## config.mk

```make
export PLATFORM = sky130hd
export DESIGN_NAME = seven_segment_scanner
export DESIGN_NICKNAME = d
export VERILOG_FILES = /design/src/rtl/seven_segment_pkg.sv /design/src/rtl/seven_segment_scanner.sv
export SDC_FILE = /design/constraint.sdc
export NUM_CORES = 1
export LEC_CHECK = 0
export BUFFER_PORTS_ARGS = -buffer_cell sky130_fd_sc_hd__buf_4
export CORE_MARGIN = 8
export CORE_UTILIZATION = 53
export CTS_BUF_LIST = sky130_fd_sc_hd__clkbuf_8
export DETAILED_ROUTE_END_ITERATION = 12
export HOLD_SLACK_MARGIN = 0.03
export PLACE_DENSITY = 0.8
export SYNTH_ARGS = -nofsm -noshare
export SYNTH_HDL_FRONTEND = slang
export SYNTH_SLANG_ARGS = --single-unit
```

## constraint.sdc

```tcl
create_clock -name clk -period 11.1 [get_ports clk]
set_input_delay 0.555 -clock clk [delete_from_list [all_inputs] [get_ports clk]]
set_output_delay 0.555 -clock clk [all_outputs]
set_load 0.05 [all_outputs]
```

## src/rtl/seven_segment_pkg.sv

```systemverilog
// Shared constants and types for the multiplexed seven-segment scanner.
package seven_segment_pkg;

    localparam int NUM_DIGITS = 4;

    localparam logic [3:0] AN_OFF = 4'hF;
    localparam logic [7:0] CA_OFF = 8'hFF;

    typedef logic [1:0] digit_t;

    typedef enum logic [1:0] {
        BLANKING,
        DRIVING,
        DARK
    } scan_state_e;

endpackage

```

## src/rtl/seven_segment_scanner.sv

```systemverilog
// Scans four latched cathode patterns onto a common-anode display with
// per-slot blanking, frame-coherent latching and 8-level PWM brightness.
module seven_segment_scanner
    import seven_segment_pkg::*;
#(
    parameter int DIGIT_CYCLES = 100_000,
    parameter int BLANK_CYCLES = 1_000
) (
    input  logic       clk,
    input  logic       resetn,
    input  logic [7:0] segments [NUM_DIGITS],
    input  logic [2:0] brightness,
    output logic [3:0] an,
    output logic [7:0] ca,
    output logic       frame_start,
    output logic [1:0] scan_state
);

    localparam int CW    = $clog2(DIGIT_CYCLES);
    localparam int PW    = CW + 4;
    localparam int DRIVE = DIGIT_CYCLES - BLANK_CYCLES;

    localparam logic [CW-1:0] LAST_COUNT = CW'(DIGIT_CYCLES - 1);
    localparam digit_t        LAST_DIGIT = digit_t'(NUM_DIGITS - 1);

    logic [CW-1:0] count;
    digit_t        digit;
    scan_state_e   state;
    logic [7:0]    shadow [NUM_DIGITS];
    logic [2:0]    bright;

    logic [PW-1:0] cnt_ext;
    logic [PW-1:0] on_cycles;
    scan_state_e   slot_state;
    logic [3:0]    an_d;
    logic [7:0]    ca_d;
    logic          frame_d;
    logic          last_cycle;

    // (bright+1)*DRIVE fits in CW+3 bits; the shift happens after the full product.
    always_comb begin
        cnt_ext   = PW'(count);
        on_cycles = ((PW'(bright) + PW'(1)) * PW'(DRIVE)) >> 3;
        if (cnt_ext < PW'(BLANK_CYCLES)) begin
            slot_state = BLANKING;
        end else if (cnt_ext < PW'(BLANK_CYCLES) + on_cycles) begin
            slot_state = DRIVING;
        end else begin
            slot_state = DARK;
        end
    end

    always_comb begin
        an_d = AN_OFF;
        ca_d = CA_OFF;
        if (slot_state == DRIVING) begin
            an_d = ~(4'b0001 << digit);
            ca_d = shadow[digit];
        end
    end

    assign frame_d    = (digit == '0) && (count == '0);
    assign last_cycle = (count == LAST_COUNT);

    // Output flops are loaded from the decode of the slot cycle held in
    // count/digit, so the very first cycle after reset presents slot 0 of
    // digit 0 and shadow/bright always change on a frame boundary.
    always_ff @(posedge clk or negedge resetn) begin
        if (!resetn) begin
            count       <= '0;
            digit       <= '0;
            state       <= BLANKING;
            shadow      <= '{default: CA_OFF};
            bright      <= 3'd7;
            an          <= AN_OFF;
            ca          <= CA_OFF;
            frame_start <= 1'b0;
        end else begin
            state       <= slot_state;
            an          <= an_d;
            ca          <= ca_d;
            frame_start <= frame_d;
            if (last_cycle) begin
                count <= '0;
                digit <= digit + 1'b1;
                if (digit == LAST_DIGIT) begin
                    shadow <= segments;
                    bright <= brightness;
                end
            end else begin
                count <= count + 1'b1;
            end
        end
    end

    assign scan_state = state;

endmodule

```

After elaboration in Yosys (flattened, before gate mapping)
Cells that the tools add are included.
W data, S select, Z words.
{ "classes": {"n_addsub": 4, "multipliers": 1, "n_div": 0, "n_lt_le_gt_ge": 3, "n_eq_ne": 3, "n_shift": 1, "mux": 8, "bitwise": 2, "reduce_logical": 4} }
{ "ops": {"columns": ["operator", "count"], "rows": [
  ["$mux W8", 3],
  ["$add A10 B18 Y19 const A", 1],
  ["$lt A17 B19 Y1", 1],
  ["$mul A4 B14 Y18 const B", 1],
  ["$add A17 B1 Y17 const B", 1],
  ["$eq A17 B17 Y1 const B", 1],
  ["$logic_not A17 Y1", 1],
  ["$lt A17 B10 Y1 const B", 1],
  ["$mux W17", 1],
  ["$bmux W8 S2", 1],
  ["$add A3 B1 Y4 const B", 1],
  ["$mux W2", 2],
  ["$mux W4", 1],
  ["$not A4 Y4", 1],
  ["$shl A1 B2 Y4 const A", 1],
  ["$ge A3 B3 Y1 const B", 1],
  ["$not A2 Y3", 1],
  ["$add A2 B1 Y2 const B", 1],
  ["$eq A2 B1 Y1 const B", 1],
  ["$eq A2 B2 Y1 const B", 1],
  ["$logic_not A2 Y1", 1],
  ["$reduce_and A2 Y1", 1],
  ["$logic_and A1 B1 Y1", 1]
]} }
{ "totals": {"register_bits": 69, "latchBits": 0, "ram_bits": 0, "mem_bits_ro": 0, "in_bits": 37, "output_inout_bits": 15, "wordCells": 37, "n_memories": 0} }

Depth between registers and ports, before layout
{ "logic_depth": {"depth_word": 8, "depth_mapped": 22, "depth_no_buf": 20} }

Least setup slack after synthesis
Ideal clock, no wire load.
{ "synth_path": {"path_kind": "register to register", "start": "register bright[0]", "end": "register ca[2]", "setup_ps": 80, "t_arrival_ps": 4654, "t_required_ps": 11020, "slack_ps": 6366, "path_stages_with_launch": 22, "path_buffers": 2, "period_less_slack_ps": 4734, "cell_sequence": "dfstp_2 -> buf_2 -> inv_1 -> ha_1 -> ha_1 -> inv_1 -> fa_1 -> inv_1 -> ha_1 -> ha_1 -> a31oi_1 -> o21ai_1 -> a221o_1 -> a21oi_1 -> xnor2_1 -> ha_1 -> a21oi_1 -> o21a_1 -> o211ai_1 -> a221oi_2 -> buf_2 -> nand2b_1"} }
{ "synth_via": {"elab_chain_len": 8} }
{ "synth_rtl": {"columns": ["element", "line_no", "rtl"], "rows": [
  ["from (decl)", "seven_segment_scanner.sv:30", "logic [2:0] bright;"],
  ["from (signal assigned)", "seven_segment_scanner.sv:88", "bright <= brightness;"],
  ["$add A3 B1 Y4", "seven_segment_scanner.sv:43", "on_cycles = ((PW'(bright) + PW'(1)) * PW'(DRIVE)) >> 3;"],
  ["$mul A4 B14 Y18", "seven_segment_scanner.sv:43", null],
  ["$add A10 B18 Y19", "seven_segment_scanner.sv:46", "end else if (cnt_ext < PW'(BLANK_CYCLES) + on_cycles) begin"],
  ["$lt A17 B19 Y1", "seven_segment_scanner.sv:46", null],
  ["$mux W2", "seven_segment_scanner.sv:46", null],
  ["$mux W2", "seven_segment_scanner.sv:44", "if (cnt_ext < PW'(BLANK_CYCLES)) begin"],
  ["net slot_state[0]", "seven_segment_scanner.sv:34", "scan_state_e slot_state;"],
  ["$eq A2 B1 Y1", "seven_segment_scanner.sv:56", "if (slot_state == DRIVING) begin"],
  ["$mux W8", "seven_segment_scanner.sv:56", null],
  ["net ca_d[2]", "seven_segment_scanner.sv:36", "logic [7:0] ca_d;"],
  ["to (signal assigned)", "seven_segment_scanner.sv:76", "ca <= CA_OFF;"],
  ["to (signal assigned)", "seven_segment_scanner.sv:81", "ca <= ca_d;"],
  ["to (decl)", "seven_segment_scanner.sv:14", "output logic [7:0] ca,"]
]} }
The timed path passes the listed nets, and every way through them passes these cells.
A chain may end at the register's enable or synchronous reset.

Worst setup path after layout
{ "layout_path": {"start": "register bright[0]", "end": "register ca[5]"} }
{ "layout_via": {"elab_chain_len": 8} }
{ "layout_rtl": {"columns": ["element", "line_no"], "rows": [
  ["$add A3 B1 Y4", "seven_segment_scanner.sv:43"],
  ["$mul A4 B14 Y18", "seven_segment_scanner.sv:43"],
  ["$add A10 B18 Y19", "seven_segment_scanner.sv:46"],
  ["$lt A17 B19 Y1", "seven_segment_scanner.sv:46"],
  ["$mux W2", "seven_segment_scanner.sv:46"],
  ["$mux W2", "seven_segment_scanner.sv:44"],
  ["$eq A2 B1 Y1", "seven_segment_scanner.sv:56"],
  ["$mux W8", "seven_segment_scanner.sv:56"],
  ["net ca_d[5]", "seven_segment_scanner.sv:36"]
]} }
The timed path passes the listed nets, and every way through them passes these cells.

==> results.py <==
metrics = {
    "worst_setup_path": {
        "r2r_slack_ns": 5.36,
        "path_cells": "ha_1, xor2_1, ha_1, inv_1, fa_1, inv_1, ha_1, and2_1, fa_1, nand3_1, o221ai_1, o21ai_0, a211oi_1, xor2_1, ha_1, a21o_1, a21oi_1, o21ai_0, a221oi_2, nand2b_1",
        "crit_path_end": "ca[5]$_DFF_PN1_",
        "path_max_fanout": 13,
        "r2r_start": "bright[0]$_DFFE_PN1P_",
        "cp-end-kind": "flop",
        "crit_start": "bright[0]$_DFFE_PN1P_",
        "slowest_delay_ns": 0.89,
        "critPathLaunchType": "flop",
        "cp.required_ns": 11.34,
        "worstPathArrival_ns": 5.98,
        "crit_slowest_cell": "a221oi_2",
        "reg2reg_depth": 20,
        "timing_worst_setup_path_type": "flop to flop",
        "crit_top_cell": "ha_1",
        "r2r-end": "ca[5]$_DFF_PN1_",
    },
    "power_and_ir_drop": {
        "internal_power_uw": 449,
        "power_density_nw_per_um2": 125,
        "p_comb_share_pct": 19.5,
        "ir_worst_vdd_v": 0.0000862,
        "power.leakage_nw": 2.40,
        "power_switching_uw": 167,
        "pwr-share-clk_pct": 36.9,
        "p_sw_share_pct": 27.1,
        "seq_power_share_pct": 43.6,
    },
    "sta": {
        "fin_skew_ns": 0.00662,
        "relSlewSlack_pct": 30.5,
        "period_needed_ns": 5.74,
        "finalHoldViolCount": 0,
        "drv_slew": 0,
        "fmax_mhz": 174,
        "setup_tns_ns": 0,
        "setup_viol": 0,
        "fin_crit_sh_pct": 51.7,
        "worstMarginPinSlew_ns": 1.04,
        "rsz0062_at_grt": "no",
    },
    "floorplanning": {
        "initial_core_util_pct": 54.8,
        "die_h_um": 105,
        "core_sq_um": 7730,
        "dieArea_sq_um": 11100,
        "die_x_um": 105,
        "ios": 52,
        "num_rows": 32,
    },
    "cts": {
        "cts_resized": 0,
        "clkSlewWorstSetupHoldPaths_ns": 0.08,
        "clk_path_buf_depth": 2,
        "numClockSinks": 69,
        "cts_buffers": 9,
        "h-tree-depth": 3,
        "cts_root_buffer": "clkbuf_8",
        "cts_hold_buf": 0,
        "insertion_delay_ns": 0.34,
        "cts_tree": "done",
        "cts_setup_buffers": 0,
    },
    "placement": {
        "place.gp.congestion": 0.835,
        "io_buffers": 51,
        "placed_area_sq_um": 4690,
        "dp_hpwl_um": 6240,
    },
    "synthesis": {
        "synth_cells": 341,
        "yosysWarningCount": 0,
        "synth_top_area_share_pct": 29.1,
        "synth_ff_type": "dfstp_2",
        "ys_seq_area_share_pct": 42.1,
        "netlist_area_sq_um": 4240,
        "synth_fp_nets": 431,
        "synth_area_leaders": "dfstp_2 (29%), ha_1 (14%), dfrtp_1 (13%)",
        "syn_area_per_cell_sq_um": 12.4,
        "yosysTopAreaCell": "dfstp_2",
        "synth_edf_count": 0,
        "async_flop_share_pct": 100,
        "synth-seq-cells": 69,
        "yosysUniqueCellTypes": 46,
    },
    "layout": {
        "final_cell_mix": "buf_4 (51), ha_1 (49), dfstp_2 (47), mux2_4 (30), inv_1 (23)",
        "fin_area_sq_um": 4910,
        "multiInputGateArea_sq_um": 2310,
        "final_common_cell": "buf_4",
        "area_growth_pct": 15.9,
        "layout.nets": 485,
        "layout.area.seq_sq_um": 1790,
        "antenna_cells": 0,
        "drive_gt1_share_pct": 40.8,
        "fillers": 575,
    },
    "drt": {
        "avgRoutedWirePerCell_um": 16.4,
        "drt_wl_total_um": 8210,
        "via_per_inst": 5.34,
        "drc_errors": 0,
        "first_pass_iters": 4,
        "routed-via-count": 2679,
        "drt_iter0_markers": 115,
        "postRouteAntennaNets": 0,
    },
    "global_route": {
        "antenna_found_initial": 0,
        "grt_pass1_vias": 2928,
        "grt_max_degree": 70,
        "grt_first_pass_wirelength_um": 14100,
        "grtUsageTotal_pct": 15.6,
        "grt.overflow.total": 0,
    },
    "status": {
        "status": "finished, final reports clean",
    },
    "flow_run": {
        "maxCapViolations": 0,
    },
    "hold_path": {
        "hold_path.class": "primary input to asynchronous set/reset pin",
    },
}
## critical path, delay by kind of cell, from the launching register on
kind,cells,cell delay [ns]
AND/OR/NAND/NOR,3,0.41
XOR/XNOR,2,0.62
adder cells (fa/ha/maj),6,1.84
buffers and inverters,2,0.18
AO/OA/AOI/OAI,7,1.86
flip-flops,1,0.70
## registers in the layout, summed over array words and instances, names as in the netlist
name         count
ca               8
shadow          32
scan_state       2
frame_start      1
bright           3
an               4
count           17
digit            2
## worst min path at each step
stage	start	endpoint	slack [ns]	depth (start not counted)
final	resetn	frame_start$_DFF_PN0_	0.30	1
after global routing	resetn	count[14]$_DFF_PN0_	0.36	1
after CTS	resetn	frame_start$_DFF_PN0_	0.32	1
after detailed placement	count[12]$_DFF_PN0_	count[12]$_DFF_PN0_	0.53	1
after global placement	count[12]$_DFF_PN0_	count[12]$_DFF_PN0_	0.54	1
after floorplan	resetn	count[0]$_DFF_PN0_	0.26	0
## Yosys cell counts (all sizes together), types with 5 or more instances
cell type,n
nand2,19
inv,23
mux4,8
mux2,35
nor3,6
dfstp,47
xnor2,14
ha,49
dfrtp,22
buf,6
o21ai,6
xor2,14
a21oi,11
nand3,9
nand2b,11
and3,5
nor2,16
## power groups by stage
stage | clock (mW) | combinational [mW] | sequential, mW
final | 0.227 | 0.120 | 0.268
after global routing | 0.242 | 0.137 | 0.269
after CTS | 0.232 | 0.121 | 0.268
after detailed placement | 0 | 0.120 | 0.272
after global placement | 0 | 0.115 | 0.272
after floorplan | 0 | 0.0859 | 0.270
## routing by layer
layer	track usage [%]	wire (um)
met1	18.5	3660
met2	26.0	4060
met3	4.93	387
met4	5.50	105
met5	0	0
## logic make-up (layout without fill, tap and decap cells)
kind of cell	Yosys count	in the layout	synth area share, %
fa+ha+maj	53	53	16.4
compound gates	33	33	5.11
simple gates	83	83	10.6
buf+inv	31	90	3.37
xor+xnor	28	28	5.96
mux	44	44	16.4
flops	69	69	42.1
## final cells by class
type                            instances  share of cell area, %
Clock inverter                          7                   1.99
Multi-Input combinational cell        241                   47.0
Clock buffer                            9                   2.52
Inverter                               23                   1.76
Sequential cell                        69                   36.3
Tap cell                              102                   2.60
Timing Repair Buffer                   51                   7.79
## through the flow
stage               std cells  util, %  power [mW]  hold WS, ns  worst slack [ns]
floorplan                 341        -       0.356        0.259              6.37
global placement          486     60.7       0.387        0.536              5.63
detailed placement        486     60.7       0.393        0.529              5.28
CTS                       502     63.6       0.621        0.322              5.24
global route              502     63.6       0.649        0.363              4.80
finish                    502     63.6       0.616        0.297              5.36
Power figures use the tool's default switching activity.
